### src/rtl/uart_reg_bridge_if.sv
// Bundle of the uart FIFO ports and the register bus seen by the bridge.
// The master modport is the bridge side; slave is the uart/register side.
interface uart_reg_bridge_if #(
    parameter int DataBytes = 4
);
    // uart RX FIFO
    logic                     i_rx_fifo_empty;
    logic                     o_rx_fifo_read;
    logic [7:0]               i_rx_fifo_rdata;
    // uart TX FIFO
    logic                     i_tx_fifo_full;
    logic                     o_tx_fifo_write;
    logic [7:0]               o_tx_fifo_wdata;
    // register bus
    logic                     o_reg_req;
    logic                     o_reg_we;
    logic [7:0]               o_reg_addr;
    logic [8*DataBytes-1:0]   o_reg_wdata;
    logic                     i_reg_ack;
    logic [8*DataBytes-1:0]   i_reg_rdata;

    modport master (
        input  i_rx_fifo_empty, i_rx_fifo_rdata, i_tx_fifo_full, i_reg_ack, i_reg_rdata,
        output o_rx_fifo_read, o_tx_fifo_write, o_tx_fifo_wdata,
               o_reg_req, o_reg_we, o_reg_addr, o_reg_wdata
    );

    modport slave (
        output i_rx_fifo_empty, i_rx_fifo_rdata, i_tx_fifo_full, i_reg_ack, i_reg_rdata,
        input  o_rx_fifo_read, o_tx_fifo_write, o_tx_fifo_wdata,
               o_reg_req, o_reg_we, o_reg_addr, o_reg_wdata
    );
endinterface

### src/rtl/uart_reg_bridge.sv
// uart_reg_bridge: parses 'W'/'R' byte commands from the uart RX FIFO,
// performs one register access and pushes the response into the TX FIFO.
// Write frame: 'W' addr d0..dN-1 (LSB first) -> 'K'.
// Read frame : 'R' addr -> rdata bytes LSB first. Unknown command -> 'E'.
// An inter-byte timeout in ADDR/DATA discards a partial frame silently.
module uart_reg_bridge #(
    parameter int DataBytes   = 4,
    parameter int TimeoutBits = 16
) (
    input  logic                   i_clk,
    input  logic                   i_rst_n,
    input  logic [TimeoutBits-1:0] c_timeout_cyc,
    uart_reg_bridge_if.master      bus,
    output logic                   o_busy
);

    localparam int DW = 8 * DataBytes;
    localparam int CW = $clog2(DataBytes + 1);

    localparam logic [7:0] CMD_WRITE = 8'h57;
    localparam logic [7:0] CMD_READ  = 8'h52;
    localparam logic [7:0] RSP_OK    = 8'h4B;
    localparam logic [7:0] RSP_ERR   = 8'h45;

    typedef enum logic [2:0] {
        S_IDLE,
        S_CMD,
        S_ADDR,
        S_DATA,
        S_REQ,
        S_RESP
    } state_e;

    state_e                 state_q, state_d;
    logic                   is_write_q, is_write_d;
    logic [7:0]             addr_q, addr_d;
    logic [DW-1:0]          wdata_q, wdata_d;
    logic [DW-1:0]          resp_q, resp_d;      // response shift register, low byte goes out first
    logic [CW-1:0]          byte_cnt_q, byte_cnt_d;
    logic [TimeoutBits-1:0] tmo_cnt_q, tmo_cnt_d;

    logic                   rx_read;
    logic                   tx_write;
    logic                   reg_req;
    logic                   tmo_hit;
    logic [TimeoutBits-1:0] tmo_inc;
    logic [7:0]             rx_byte;

    assign rx_byte = bus.i_rx_fifo_rdata;

    // Next-state, datapath updates and handshake strobes
    always_comb begin
        state_d    = state_q;
        is_write_d = is_write_q;
        addr_d     = addr_q;
        wdata_d    = wdata_q;
        resp_d     = resp_q;
        byte_cnt_d = byte_cnt_q;
        tmo_cnt_d  = tmo_cnt_q;
        rx_read    = 1'b0;
        tx_write   = 1'b0;
        reg_req    = 1'b0;
        // A zero threshold disables the abort entirely
        tmo_hit    = (c_timeout_cyc != '0) && (tmo_cnt_q == c_timeout_cyc);
        // Saturate so a disabled timeout never wraps into a false match later
        tmo_inc    = (tmo_cnt_q == '1) ? tmo_cnt_q : tmo_cnt_q + TimeoutBits'(1);

        unique case (state_q)
            S_IDLE: begin
                byte_cnt_d = '0;
                tmo_cnt_d  = '0;
                state_d    = S_CMD;
            end

            S_CMD: begin
                if (!bus.i_rx_fifo_empty) begin
                    rx_read = 1'b1;
                    if (rx_byte == CMD_WRITE) begin
                        is_write_d = 1'b1;
                        state_d    = S_ADDR;
                    end else if (rx_byte == CMD_READ) begin
                        is_write_d = 1'b0;
                        state_d    = S_ADDR;
                    end else begin
                        resp_d     = DW'(RSP_ERR);
                        byte_cnt_d = CW'(1);
                        state_d    = S_RESP;
                    end
                end
            end

            S_ADDR: begin
                // Abort wins over a byte arriving the same cycle so nothing is popped
                if (tmo_hit) begin
                    state_d = S_IDLE;
                end else if (!bus.i_rx_fifo_empty) begin
                    rx_read   = 1'b1;
                    addr_d    = rx_byte;
                    tmo_cnt_d = '0;
                    state_d   = is_write_q ? S_DATA : S_REQ;
                end else begin
                    tmo_cnt_d = tmo_inc;
                end
            end

            S_DATA: begin
                if (tmo_hit) begin
                    state_d = S_IDLE;
                end else if (!bus.i_rx_fifo_empty) begin
                    rx_read   = 1'b1;
                    tmo_cnt_d = '0;
                    for (int k = 0; k < DataBytes; k++) begin
                        if (byte_cnt_q == CW'(k)) begin
                            wdata_d[8*k +: 8] = rx_byte;
                        end
                    end
                    if (byte_cnt_q == CW'(DataBytes - 1)) begin
                        byte_cnt_d = '0;
                        state_d    = S_REQ;
                    end else begin
                        byte_cnt_d = byte_cnt_q + CW'(1);
                    end
                end else begin
                    tmo_cnt_d = tmo_inc;
                end
            end

            S_REQ: begin
                reg_req = 1'b1;
                if (bus.i_reg_ack) begin
                    if (is_write_q) begin
                        resp_d     = DW'(RSP_OK);
                        byte_cnt_d = CW'(1);
                    end else begin
                        resp_d     = bus.i_reg_rdata;
                        byte_cnt_d = CW'(DataBytes);
                    end
                    state_d = S_RESP;
                end
            end

            S_RESP: begin
                if (!bus.i_tx_fifo_full) begin
                    tx_write   = 1'b1;
                    resp_d     = resp_q >> 8;
                    byte_cnt_d = byte_cnt_q - CW'(1);
                    if (byte_cnt_q == CW'(1)) begin
                        state_d = S_IDLE;
                    end
                end
            end

            default: begin
                state_d = S_IDLE;
            end
        endcase
    end

    // State and datapath registers; reset puts every output at zero
    always_ff @(posedge i_clk or negedge i_rst_n) begin
        if (!i_rst_n) begin
            state_q    <= S_IDLE;
            is_write_q <= 1'b0;
            addr_q     <= '0;
            wdata_q    <= '0;
            resp_q     <= '0;
            byte_cnt_q <= '0;
            tmo_cnt_q  <= '0;
        end else begin
            state_q    <= state_d;
            is_write_q <= is_write_d;
            addr_q     <= addr_d;
            wdata_q    <= wdata_d;
            resp_q     <= resp_d;
            byte_cnt_q <= byte_cnt_d;
            tmo_cnt_q  <= tmo_cnt_d;
        end
    end

    // Strobes are combinational from state so they drop as soon as reset asserts
    assign bus.o_rx_fifo_read  = rx_read;
    assign bus.o_tx_fifo_write = tx_write;
    assign bus.o_tx_fifo_wdata = resp_q[7:0];
    assign bus.o_reg_req       = reg_req;
    assign bus.o_reg_we        = is_write_q;
    assign bus.o_reg_addr      = addr_q;
    assign bus.o_reg_wdata     = wdata_q;
    assign o_busy              = (state_q != S_IDLE);

endmodule
### src/flat_wrapper.sv
// flat-port wrapper written by rule: the top's interface ports become plain ports
module uart_reg_bridge_flat 
#(
    parameter int DataBytes   = 4,
    parameter int TimeoutBits = 16
)
  (i_clk, i_rst_n, c_timeout_cyc, o_busy, bus_i_rx_fifo_empty, bus_i_rx_fifo_rdata, bus_i_tx_fifo_full, bus_i_reg_ack, bus_i_reg_rdata, bus_o_rx_fifo_read, bus_o_tx_fifo_write, bus_o_tx_fifo_wdata, bus_o_reg_req, bus_o_reg_we, bus_o_reg_addr, bus_o_reg_wdata);
  uart_reg_bridge_if #(.DataBytes(DataBytes)) bus_i ();
  input  logic i_clk;
  input  logic i_rst_n;
  input  logic [TimeoutBits-1:0] c_timeout_cyc;
  output logic o_busy;
  input wire logic [$bits(bus_i.i_rx_fifo_empty)-1:0] bus_i_rx_fifo_empty;
  input wire logic [$bits(bus_i.i_rx_fifo_rdata)-1:0] bus_i_rx_fifo_rdata;
  input wire logic [$bits(bus_i.i_tx_fifo_full)-1:0] bus_i_tx_fifo_full;
  input wire logic [$bits(bus_i.i_reg_ack)-1:0] bus_i_reg_ack;
  input wire logic [$bits(bus_i.i_reg_rdata)-1:0] bus_i_reg_rdata;
  output wire logic [$bits(bus_i.o_rx_fifo_read)-1:0] bus_o_rx_fifo_read;
  output wire logic [$bits(bus_i.o_tx_fifo_write)-1:0] bus_o_tx_fifo_write;
  output wire logic [$bits(bus_i.o_tx_fifo_wdata)-1:0] bus_o_tx_fifo_wdata;
  output wire logic [$bits(bus_i.o_reg_req)-1:0] bus_o_reg_req;
  output wire logic [$bits(bus_i.o_reg_we)-1:0] bus_o_reg_we;
  output wire logic [$bits(bus_i.o_reg_addr)-1:0] bus_o_reg_addr;
  output wire logic [$bits(bus_i.o_reg_wdata)-1:0] bus_o_reg_wdata;
  assign bus_i.i_rx_fifo_empty = bus_i_rx_fifo_empty;
  assign bus_i.i_rx_fifo_rdata = bus_i_rx_fifo_rdata;
  assign bus_i.i_tx_fifo_full = bus_i_tx_fifo_full;
  assign bus_i.i_reg_ack = bus_i_reg_ack;
  assign bus_i.i_reg_rdata = bus_i_reg_rdata;
  assign bus_o_rx_fifo_read = bus_i.o_rx_fifo_read;
  assign bus_o_tx_fifo_write = bus_i.o_tx_fifo_write;
  assign bus_o_tx_fifo_wdata = bus_i.o_tx_fifo_wdata;
  assign bus_o_reg_req = bus_i.o_reg_req;
  assign bus_o_reg_we = bus_i.o_reg_we;
  assign bus_o_reg_addr = bus_i.o_reg_addr;
  assign bus_o_reg_wdata = bus_i.o_reg_wdata;
  uart_reg_bridge #(.DataBytes(DataBytes), .TimeoutBits(TimeoutBits)) u_core (.i_clk(i_clk), .i_rst_n(i_rst_n), .c_timeout_cyc(c_timeout_cyc), .bus(bus_i), .o_busy(o_busy));
endmodule
### config.mk
export PLATFORM = sky130hd
export DESIGN_NAME = uart_reg_bridge_flat
export DESIGN_NICKNAME = d
export VERILOG_FILES = /design/src/rtl/uart_reg_bridge_if.sv /design/src/rtl/uart_reg_bridge.sv /design/src/flat_wrapper.sv
export SDC_FILE = /design/constraint.sdc
export NUM_CORES = 1
export LEC_CHECK = 0
export ABC_CLOCK_PERIOD_IN_PS = 2600
export BUFFER_PORTS_ARGS = -buffer_cell sky130_fd_sc_hd__buf_4
export CORE_MARGIN = 2
export CORE_UTILIZATION = 32
export CTS_BUF_LIST = sky130_fd_sc_hd__clkbuf_8
export CTS_CLUSTER_SIZE = 20
export DETAILED_ROUTE_END_ITERATION = 16
export HOLD_SLACK_MARGIN = 0.02
export PLACE_DENSITY = 0.54
export SYNTH_ARGS = -nofsm -noshare
export SYNTH_HDL_FRONTEND = slang
export SYNTH_SLANG_ARGS = --single-unit
### constraint.sdc
create_clock -name i_clk -period 2.6 [get_ports i_clk]
set_input_delay 0.13 -clock i_clk [delete_from_list [all_inputs] [get_ports i_clk]]
set_output_delay 0.13 -clock i_clk [all_outputs]
set_load 0.01 [all_outputs]
==> results.md, run 1 <==
Layout:
- The most common cell after layout, fill and taps aside is buf_4.
- The area growth from synthesis to layout is 29.75%.
- The library cells used most frequently in the layout, excluding fill and tap cells, are buf_4, dfrtp_1, nor2_1.
- The fraction of layout instances using a drive strength above 1 is 0.3226.
- The repair_antennas step left the layout with diodes totalling 0.
- For this run, the post-layout net count is 655.

Clocking:
- The maximum number of buffers from clock root to sink is 2.
- The H-tree was split into 3 levels.
- The clock transition at the registers of the reported paths is 0.10 ns.
- For the worst-skew pair, the clock arrives at the later sink with an insertion delay of 0.37 ns.
- The clock tree from TritonCTS is yes.
- The post-CTS setup buffer count is 0.
- The number of buffers created by CTS is 9.
- CTS placed an instance of clkbuf_8 at the clock tree root.
- For this design, the sink count on the clock tree is 95.

Worst setup path:
- The delay of the slowest cell on the worst path is 0.47 ns.
- The dominant cell type by count on the critical path is buf_4.
- The category of the worst setup path launch point is a register.
- The critical path contains buffers and inverters numbering 2 combined.
- The origin of the critical flop-to-flop path is u_core.tmo_cnt_q[0].
- The top fanout value on the critical path is 7.
- The signal on the critical path passes through xor2_1, nor4_1, nand4_1, o21ai_2, buf_4, a21oi_1, buf_4.
- The family with the most delay on the worst path is simple AND/OR/NAND/NOR gates.
- On the critical path, the stage with the largest delay is an instance of dfrtp_1.
- The launching instance or port of the critical path is u_core.tmo_cnt_q[4].
- The arrival time at the worst endpoint is 2.20 ns.
- The reg-to-reg endpoint is u_core.tmo_cnt_q[7].
- The worst reg-to-reg setup slack is 0.31 ns.
- The type of the setup path with the least slack is reg2out.
- The required time at the endpoint of the critical path is 2.47 ns.
- STA classifies the critical path endpoint as an output port.
- The cell count of the worst reg-to-reg path is 8.

STA:
- The worst slack on hold paths is 0.04408 ns.
- The final hold violation count was 0.
- The final setup violation count is 0.
- The top achievable clock speed is 430.0 MHz.
- The worst path meets setup with 0.2744 ns of slack.
- The largest clock skew in the final design is 0.01113 ns.
- Setup repair after global routing left no endpoint under its margin.
- The setup TNS is 0 ns.
- The max-slew violation count is 0.
- The final period demand of the worst path is 2.326 ns.
- The max-slew headroom at the worst pin is 0.2817.
- The transition time at the pin with the least slew margin is 1.074 ns.
- Of the available clock period, the critical path in the final layout requires 0.8945.

Pwr:
- The cell leakage power is 0.002968 uW.
- Across the VDD grid, the largest voltage drop is 0.4051 mV.
- The power per standard cell area is 774.4 nW/um2.

Logic synthesis:
- The part of the Yosys area used for sequential elements is 0.4933.
- The synthesized netlist occupies a cell area of 4820 um2.
- The number of register bits inferred by synthesis is 95.
- Averaged over all synthesized cells, the footprint is 10.36 um2.
- After synthesis, the share of flip-flops with an asynchronous set or reset is 1.000.
- The cell count after synthesis came out at 465.
- The dominant register cell in the synthesized netlist is dfrtp_1.
- The Yosys step of the flow raised 0 warnings.
- When the netlist entered floorplanning its net count stood at 532.
- The number of enable flip-flop cells after synthesis is 0.
- Synthesis instantiated 56 different standard cells from the library.

Place:
- The weighted congestion at the end of routability-driven global placement is 0.8490.
- Timing analysis after detailed placement gives a worst setup slack of 0.09069 ns.
- Detailed placement ended at an HPWL of 8892 um.
- Input and output buffers added on the ports amount to 113.

Floorplanning:
- The core footprint is 14,640 um2.
- In this run the vertical extent of the chip is 126.7 um.
- For this configuration, the core starts out at a cell density of 0.3291.
- The floorplan has 44 rows.
- During I/O placement, the number of pins put on the boundary was 114.
- The chip width is 126.7 um.
- The die covers 16,060 um2.

Routing:
- After detailed routing, the average wire length per cell comes to 16.12 um.
- The detail route stage leaves a number of antenna-violating nets equal to 0.
- In the routed design, unresolved DRC markers number 0.
- For this block, the routed nets add up to 12,510 um of wire.
- The number of optimization iterations in the first detailed-route pass is 7.
- The starting DRC count in detailed routing is 288.
- The total vias in the final route is 3,996.
- Using the TritonRoute via totals, the vias-per-cell ratio works out to 5.149.

GRT:
- The total congestion overflow after global routing is 0.
- The first global-routing pass estimated 20,510 um of wire.
- The number of antenna violations at the first check in global routing is 0.
- The largest net degree at the start of global routing is 65.
- The global-route usage over all layers is 0.1594.
- The number of global-route vias before repair is 3,991.

Run:
- The max-capacitance violation count is 0.

Outcome:
- The flow ran to the end, and the final reports show no timing, DRC or antenna violations.

Worst hold path:
- The start point of the worst min-delay path is bus_i_rx_fifo_rdata[0].
- The worst hold path terminates at u_core.bus.o_reg_wdata[8].
- The min-delay analysis places its worst path in the category in2reg.
- The hold path depth is 2.
==> cells in the mapped netlist, types with 2 or more instances <==
master,instances,area (um2)
o2111ai_1,2,17.52
a22oi_1,20,150.1
o21ai_2,2,17.52
nor2_1,38,142.6
nand2b_1,4,25.02
nor2b_1,5,31.28
inv_1,17,63.81
a21oi_1,31,155.2
o22ai_1,3,18.77
or3_1,5,31.28
nand2_1,17,63.81
and3_1,4,25.02
clkbuf_1,14,52.55
nand4_1,6,37.54
nand3_1,18,90.09
buf_4,10,75.07
ha_1,6,75.07
o21a_1,2,15.01
a211o_1,2,17.52
and4_1,2,17.52
dfrtp_1,95,2377
nor4_1,8,50.05
xor2_1,17,148.9
mux2_1,16,180.2
o31ai_1,12,90.09
nor4bb_1,4,40.04
mux2_2,26,292.8
o21ai_1,9,45.04
o21ai_0,25,125.1
buf_2,12,60.06
nor3_1,3,15.01
a31oi_1,5,31.28
mux2i_1,2,20.02
==> final cells by class <==
| type | instances | area (um2) |
|---|---|---|
| Inverter | 18 | 67.56 |
| Clock inverter | 5 | 41.29 |
| Timing Repair Buffer | 149 | 1179 |
| Fill cell | 1441 | 8391 |
| Multi-Input combinational cell | 315 | 2221 |
| Clock buffer | 10 | 137.6 |
| Sequential cell | 95 | 2377 |
| Tap cell | 184 | 230.2 |
==> metrics by stage <==
step,area (um2),total power (uW),util,cells
after floorplan,4820,3331,-,465
after global placement,5921,3895,0.4043,747
after detailed placement,5921,3924,0.4043,747
after CTS,6240,4887,0.4261,776
after global routing,6254,5213,0.4270,776
final,6254,4842,0.4270,776
==> layer usage <==
metal,GRT usage,up-vias,share of wire
met1,0.2152,1967,0.46
met4,0.06464,0,0.018
met2,0.2496,96,0.48
met3,0.03543,15,0.045
met5,0,-,0
li1,-,1918,-
==> sequential cells by signal, summed over array words and instances (netlist names) <==
register,cells
u_core.bus.o_reg_addr,8
u_core.bus.o_reg_wdata,32
u_core.tmo_cnt_q,16
u_core.bus.o_reg_we,1
u_core.resp_q,32
u_core.byte_cnt_q,3
u_core.state_q,3
==> report_power, final <==
group	internal, uW	total [uW]	switching, uW
sequential	1780	1960	180
combinational	848	1960	1120
clock	381	923	542
total	3000	4840	1840
==> cells by family (layout without fill, tap and decap cells) <==
| kind of cell | after synthesis | after routing | share of synthesized area |
|---|---|---|---|
| AO/OA/AOI/OAI | 123 | 123 | 0.1643 |
| XOR/XNOR | 18 | 18 | 0.03271 |
| adder cells (fa/ha/maj) | 6 | 6 | 0.01558 |
| buffers and inverters | 55 | 182 | 0.05529 |
| flip-flops | 95 | 95 | 0.4933 |
| multiplexers | 44 | 44 | 0.1023 |
| AND/OR/NAND/NOR | 124 | 124 | 0.1366 |
==> what timing repair did <==
action	CTS	global route
hold endpoints to repair	62	0
setup endpoints to repair	0	16
resized for setup	0	2
hold buffers	14	0
==> worst max-delay path by stage <==
stage	endpoint	slack (ns)	depth (start not counted)
floorplan	u_core.tmo_cnt_q[5]	0.46	9
global placement	u_core.bus.o_reg_addr[2]	0.22	7
detailed placement	u_core.bus.o_reg_wdata[13]	0.09	6
CTS	u_core.bus.o_reg_wdata[13]	0.1	6
global route	bus_o_rx_fifo_read	0.06	7
finish	bus_o_rx_fifo_read	0.27	7
(Power assumes the default switching activity.)
==> run 2, diff against run 1 <==
--- a/config.mk
+++ b/config.mk
@@ -5,6 +5,7 @@
 export SDC_FILE = /design/constraint.sdc
 export NUM_CORES = 1
 export LEC_CHECK = 0
+export ABC_AREA = 1
 export ABC_CLOCK_PERIOD_IN_PS = 2600
 export BUFFER_PORTS_ARGS = -buffer_cell sky130_fd_sc_hd__buf_4
 export CORE_MARGIN = 2
@@ -13,7 +14,7 @@
 export CTS_CLUSTER_SIZE = 20
 export DETAILED_ROUTE_END_ITERATION = 16
 export HOLD_SLACK_MARGIN = 0.02
-export PLACE_DENSITY = 0.54
+export PLACE_DENSITY = 0.56
 export SYNTH_ARGS = -nofsm -noshare
 export SYNTH_HDL_FRONTEND = slang
 export SYNTH_SLANG_ARGS = --single-unit
==> run 2 against run 1 <==
Die area up 8.2%. Critical endpoint unchanged. Clock power increased by 14%. Fmax rose by 3.3%. Clock skew up 0.0023 ns. Sequential share of layout area shrank 2.2 points. Total power fell by 1.7%. Critical path type unchanged. Core utilization fell by 1.1 points. Largest cell class is now multi-input combinational cells.
==> results.md, run 2 <==
Outcome:
- The flow ran to the end, and the final reports show no timing, DRC or antenna violations.

Clocking:
- The H-tree depth was 3 (unchanged).
- TritonCTS built the clock tree.
- The post-cts resize count was 0 (unchanged).
- The maximum number of buffers from clock root to sink was 2 (unchanged).
- The tree is rooted in a clkbuf_8.
- The number of buffers created by CTS is 9 (unchanged).
- The clock sink total came to 95 (unchanged).
- The latest clock arrival within the worst-skew pair came to 0.38 ns (about the same).
- The clock transition at the registers of the reported paths is 0.09 ns (about the same).

Worst setup path:
- The arrival time at the worst endpoint is 2.12 ns (-0.08 ns).
- The cell count of the worst reg-to-reg path is 11 (+3).
- The top fanout value on the critical path is 12 (+5).
- The worst setup path is launched from a register.
- The critical path depth is 10 (+3).
- The required time at the endpoint of the critical path was 2.47 ns (about the same).
- The reg-to-reg endpoint is u_core.resp_q[20].
- The number of buffers and inverters on the critical path was 2 (unchanged).
- The launching instance or port of the critical path is u_core.tmo_cnt_q[3].
- The family with the most delay on the worst path is simple AND/OR/NAND/NOR gates.
- The destination of the critical timing path is bus_o_rx_fifo_read.
- The critical path endpoint category is an output port.
- The type of the setup path with the least slack is reg2out.
- The delay of the slowest cell on the worst path is 0.49 ns (+0.02 ns).
- The most numerous cell type found on the critical path is nand2_1.
- The signal on the critical path passes through inv_2, nand2_1, nand2_1, nor2_1, nand2_1, nor2_2, nand3_4, nand2_2, o22ai_1, buf_4.
- The origin of the critical flop-to-flop path is u_core.state_q[2].
- Among all stages on the critical path, the largest delay is contributed by dfrtp_1.
- The worst reg-to-reg setup slack is 0.47 ns (+0.16 ns).

Pwr:
- The net switching power came to 1854 uW (+0.87%).
- The part of the total power dissipated in sequential elements was 0.417 (+0.013).
- The part of the power in combinational logic is 0.363 (-0.042).
- The power per standard cell area was 716.9 nW/um2 (-7.4%).
- The switching portion of total power is 0.3896 (+0.009998).
- The part of the power in the clock network came to 0.220 (+0.029).
- The total internal power came to 2905 uW (-3.3%).
- The cell leakage power is 0.003378 uW (+14%).
- The largest voltage drop on the vdd net is 0.4420 mV (+9.1%).

STA:
- The worst setup margin is 0.3493 ns (+0.07492 ns).
- The final setup violation count was 0 (unchanged).
- Setup repair after global routing left no endpoint under its margin.
- The final period demand of the worst path is 2.251 ns (-0.07492 ns).
- The worst slack on hold paths is 0.04351 ns (-0.0005771 ns).
- The setup TNS is 0 ns (unchanged).
- The largest clock skew in the final design is 0.01342 ns (+0.002295 ns).
- The period utilization is 0.8656 (-0.02882).
- The max-slew headroom at the worst pin came to 0.3967 (+0.1150).
- The top achievable clock speed is 444.3 MHz (+3.3%).
- The transition time at the pin with the least slew margin is 0.9050 ns (-0.1690 ns).
- The final hold violation count is 0 (unchanged).
- The max-slew violation count is 0 (unchanged).

Floorplanning:
- The count of standard-cell rows is 46 (+4.5%).
- The die area is 17,380 um2 (+8.2%).
- The chip width is 131.8 um (+4.0%).
- The count of pins on the block boundary is 114 (unchanged).
- The core footprint was 15,940 um2 (+8.9%).
- The height of the chip is 131.8 um (+4.0%).
- The starting density of the core was 0.3280 (-0.001069).

Place:
- The quantity of I/O buffers inserted on ports is 113 (unchanged).
- The estimated wirelength of the detail-placed design is 10,360 um (+16%).
- The post-place instance area is 6233 um2 (+5.3%).
- The pre-CTS setup slack is 0.4869 ns (+0.3962 ns).
- The weighted congestion at the end of routability-driven global placement is 0.8793 (+3.6%).
- The cell count after placement is 1,019 (+36%).

Logic synthesis:
- The part of the Yosys area used for sequential elements came to 0.4545 (-0.03870).
- The number of warnings printed during yosys synthesis was 0 (unchanged).
- The average cell area after synthesis was 7.335 um2 (-29%).
- The fraction of post-synthesis cell area in the top cell type by area is 0.4545 (-0.03870).
- After synthesis, the most frequently instantiated cells are nand2_1, dfrtp_1, nand3_1.
- The number of register bits inferred by synthesis is 95 (unchanged).
- The async set-or-reset flop fraction in the synthesized netlist is 1.000 (unchanged).
- The dominant register cell in the synthesized netlist is dfrtp_1.
- Yosys instantiated no cell more often than nand2_1.
- The synthesized instance count was 713 (+53%).
- After synthesis, the cell types taking the most area are dfrtp_1, nand2_1, nand3_1, o21ai_0, nor2_1.
- The number of nets in the synthesized netlist came to 780 (+47%).
- The number of enable flip-flop cells after synthesis came to 0 (unchanged).
- The number of different library cells in the post-synthesis netlist was 32 (-43%).
- Of all cell types, the one taking the most synthesized area is dfrtp_1.
- The cell area after synthesis came to 5230 um2 (+8.5%).

Layout:
- The non-filler instance count after layout is 1,054 (+36%).
- The fraction of layout instances using a drive strength above 1 is 0.2017 (-0.1210).
- The antenna diode count is 0 (unchanged).
- The final standard cell area without fillers is 6639 um2 (+6.2%).
- The net count reported at finish is 900 (+37%).
- In the layout the commonest cells are nand2_1, buf_4, dfrtp_1.
- The area growth from synthesis to layout is 26.94%.
- The library cell used most frequently in the layout, excluding fill and tap cells, is nand2_1.

Routing:
- The number of routed nets with antenna violations is 0 (unchanged).
- The total vias in the final route is 4,901 (+23%).
- The number of vias per cell is 4.650 (-9.7%).
- The number of optimization iterations in the first detailed-route pass was 4 (-3).
- The post-route DRC violation count is 0 (unchanged).
- The routed length per placed instance was 13.59 um (-16%).
- The routed wire length was 14,320 um (+14%).
- The starting DRC count in detailed routing is 346 (+20%).

GRT:
- The global-route wire length before repair is 23,920 um (+17%).
- The total congestion overflow after global routing is 0 (unchanged).
- The global-route usage over all layers is 0.1683 (+0.008861).
- The number of antenna violations at the first check in global routing is 0 (unchanged).
- The largest net degree at the start of global routing came to 71 (+9.2%).
- The number of global-route vias before repair is 4,771 (+20%).

Run:
- The max-capacitance violation count is 0 (unchanged).

Worst hold path:
- The classification of the worst-slack hold path is in2reg.
==> run 2: cell types whose count changed in the layout (fill, tap and decap cells not counted), moves of 11 or more <==
cell     change
o21ai_1     +12
inv_1       +43
o21ai_0     +23
nand2_1    +225
nor2_1      +23
nand3_1     +45
o31ai_1     -12
xor2_1      -14
a21oi_1     -27
mux2_1      -16
inv_2       +11
mux2_2      -26
==> run 2: worst min-delay path, cell delays in order <==
cell     delay, ns
buf_4         0.08
a22oi_1       0.05
o21ai_1       0.12
==> run 2: repair_timing <==
item,4_1_cts,5_1_grt
hold buffers,19,0
buffers inserted,0,0
endpoints found under the hold margin,94,0
==> run 2: area by class of cell <==
cell class	instances	area, um2
fillers	1693	9304
multi-input cells	514	2396
flip-flops and latches	95	2377
repair buffers	142	1114
well taps	216	270.3
inverters	71	266.5
clock buffers	11	151.4
clock inverters	5	63.81
==> run 2: metrics by stage <==
step,util,power (uW)
2_1_floorplan,-,3208
3_3_place_gp,0.3910,3721
3_5_place_dp,0.3910,3727
4_1_cts,0.4164,4808
5_1_grt,0.4164,5105
6_report,0.4164,4759
==> run 2: power groups by stage <==
stage	clock (uW)	combinational [uW]	sequential, uW
2_1_floorplan	0	1270	1940
3_3_place_gp	0	1710	2010
3_5_place_dp	0	1720	2010
4_1_cts	1080	1750	1980
6_report	1050	1730	1980
5_1_grt	1140	1940	2020
==> run 2: per-layer routing <==
layer,GRT usage,part of all wire,vias up
li1,-,-,2527
met2,0.2763,0.47,105
met4,0.04589,0.015,0
met1,0.2197,0.46,2257
met3,0.04498,0.050,12
met5,0,0,-
==> run 2: worst min-delay path by stage <==
stage | startpoint | end | slack (ns) | cells past startpoint
finish | bus_i_reg_rdata[23] | u_core.resp_q[23] | 0.04 | 3
global route | bus_i_reg_rdata[4] | u_core.resp_q[4] | 0.03 | 3
CTS | bus_i_reg_rdata[23] | u_core.resp_q[23] | 0.03 | 3
detailed placement | i_rst_n | u_core.resp_q[15] | 0.33 | 1
global placement | i_rst_n | u_core.resp_q[7] | 0.33 | 1
floorplan | i_rst_n | u_core.bus.o_reg_addr[0] | -0.17 | 0
==> run 2: cells by family after synthesis <==
logic type / after synthesis / share of synthesized area
and+or+nand+nor: 409 / 0.3359
buffers and inverters: 104 / 0.08732
AOI/OAI and AO/OA: 95 / 0.1012
DFF: 95 / 0.4545
adders and majority gates: 6 / 0.01435
xor gates and xnor gates: 4 / 0.006700
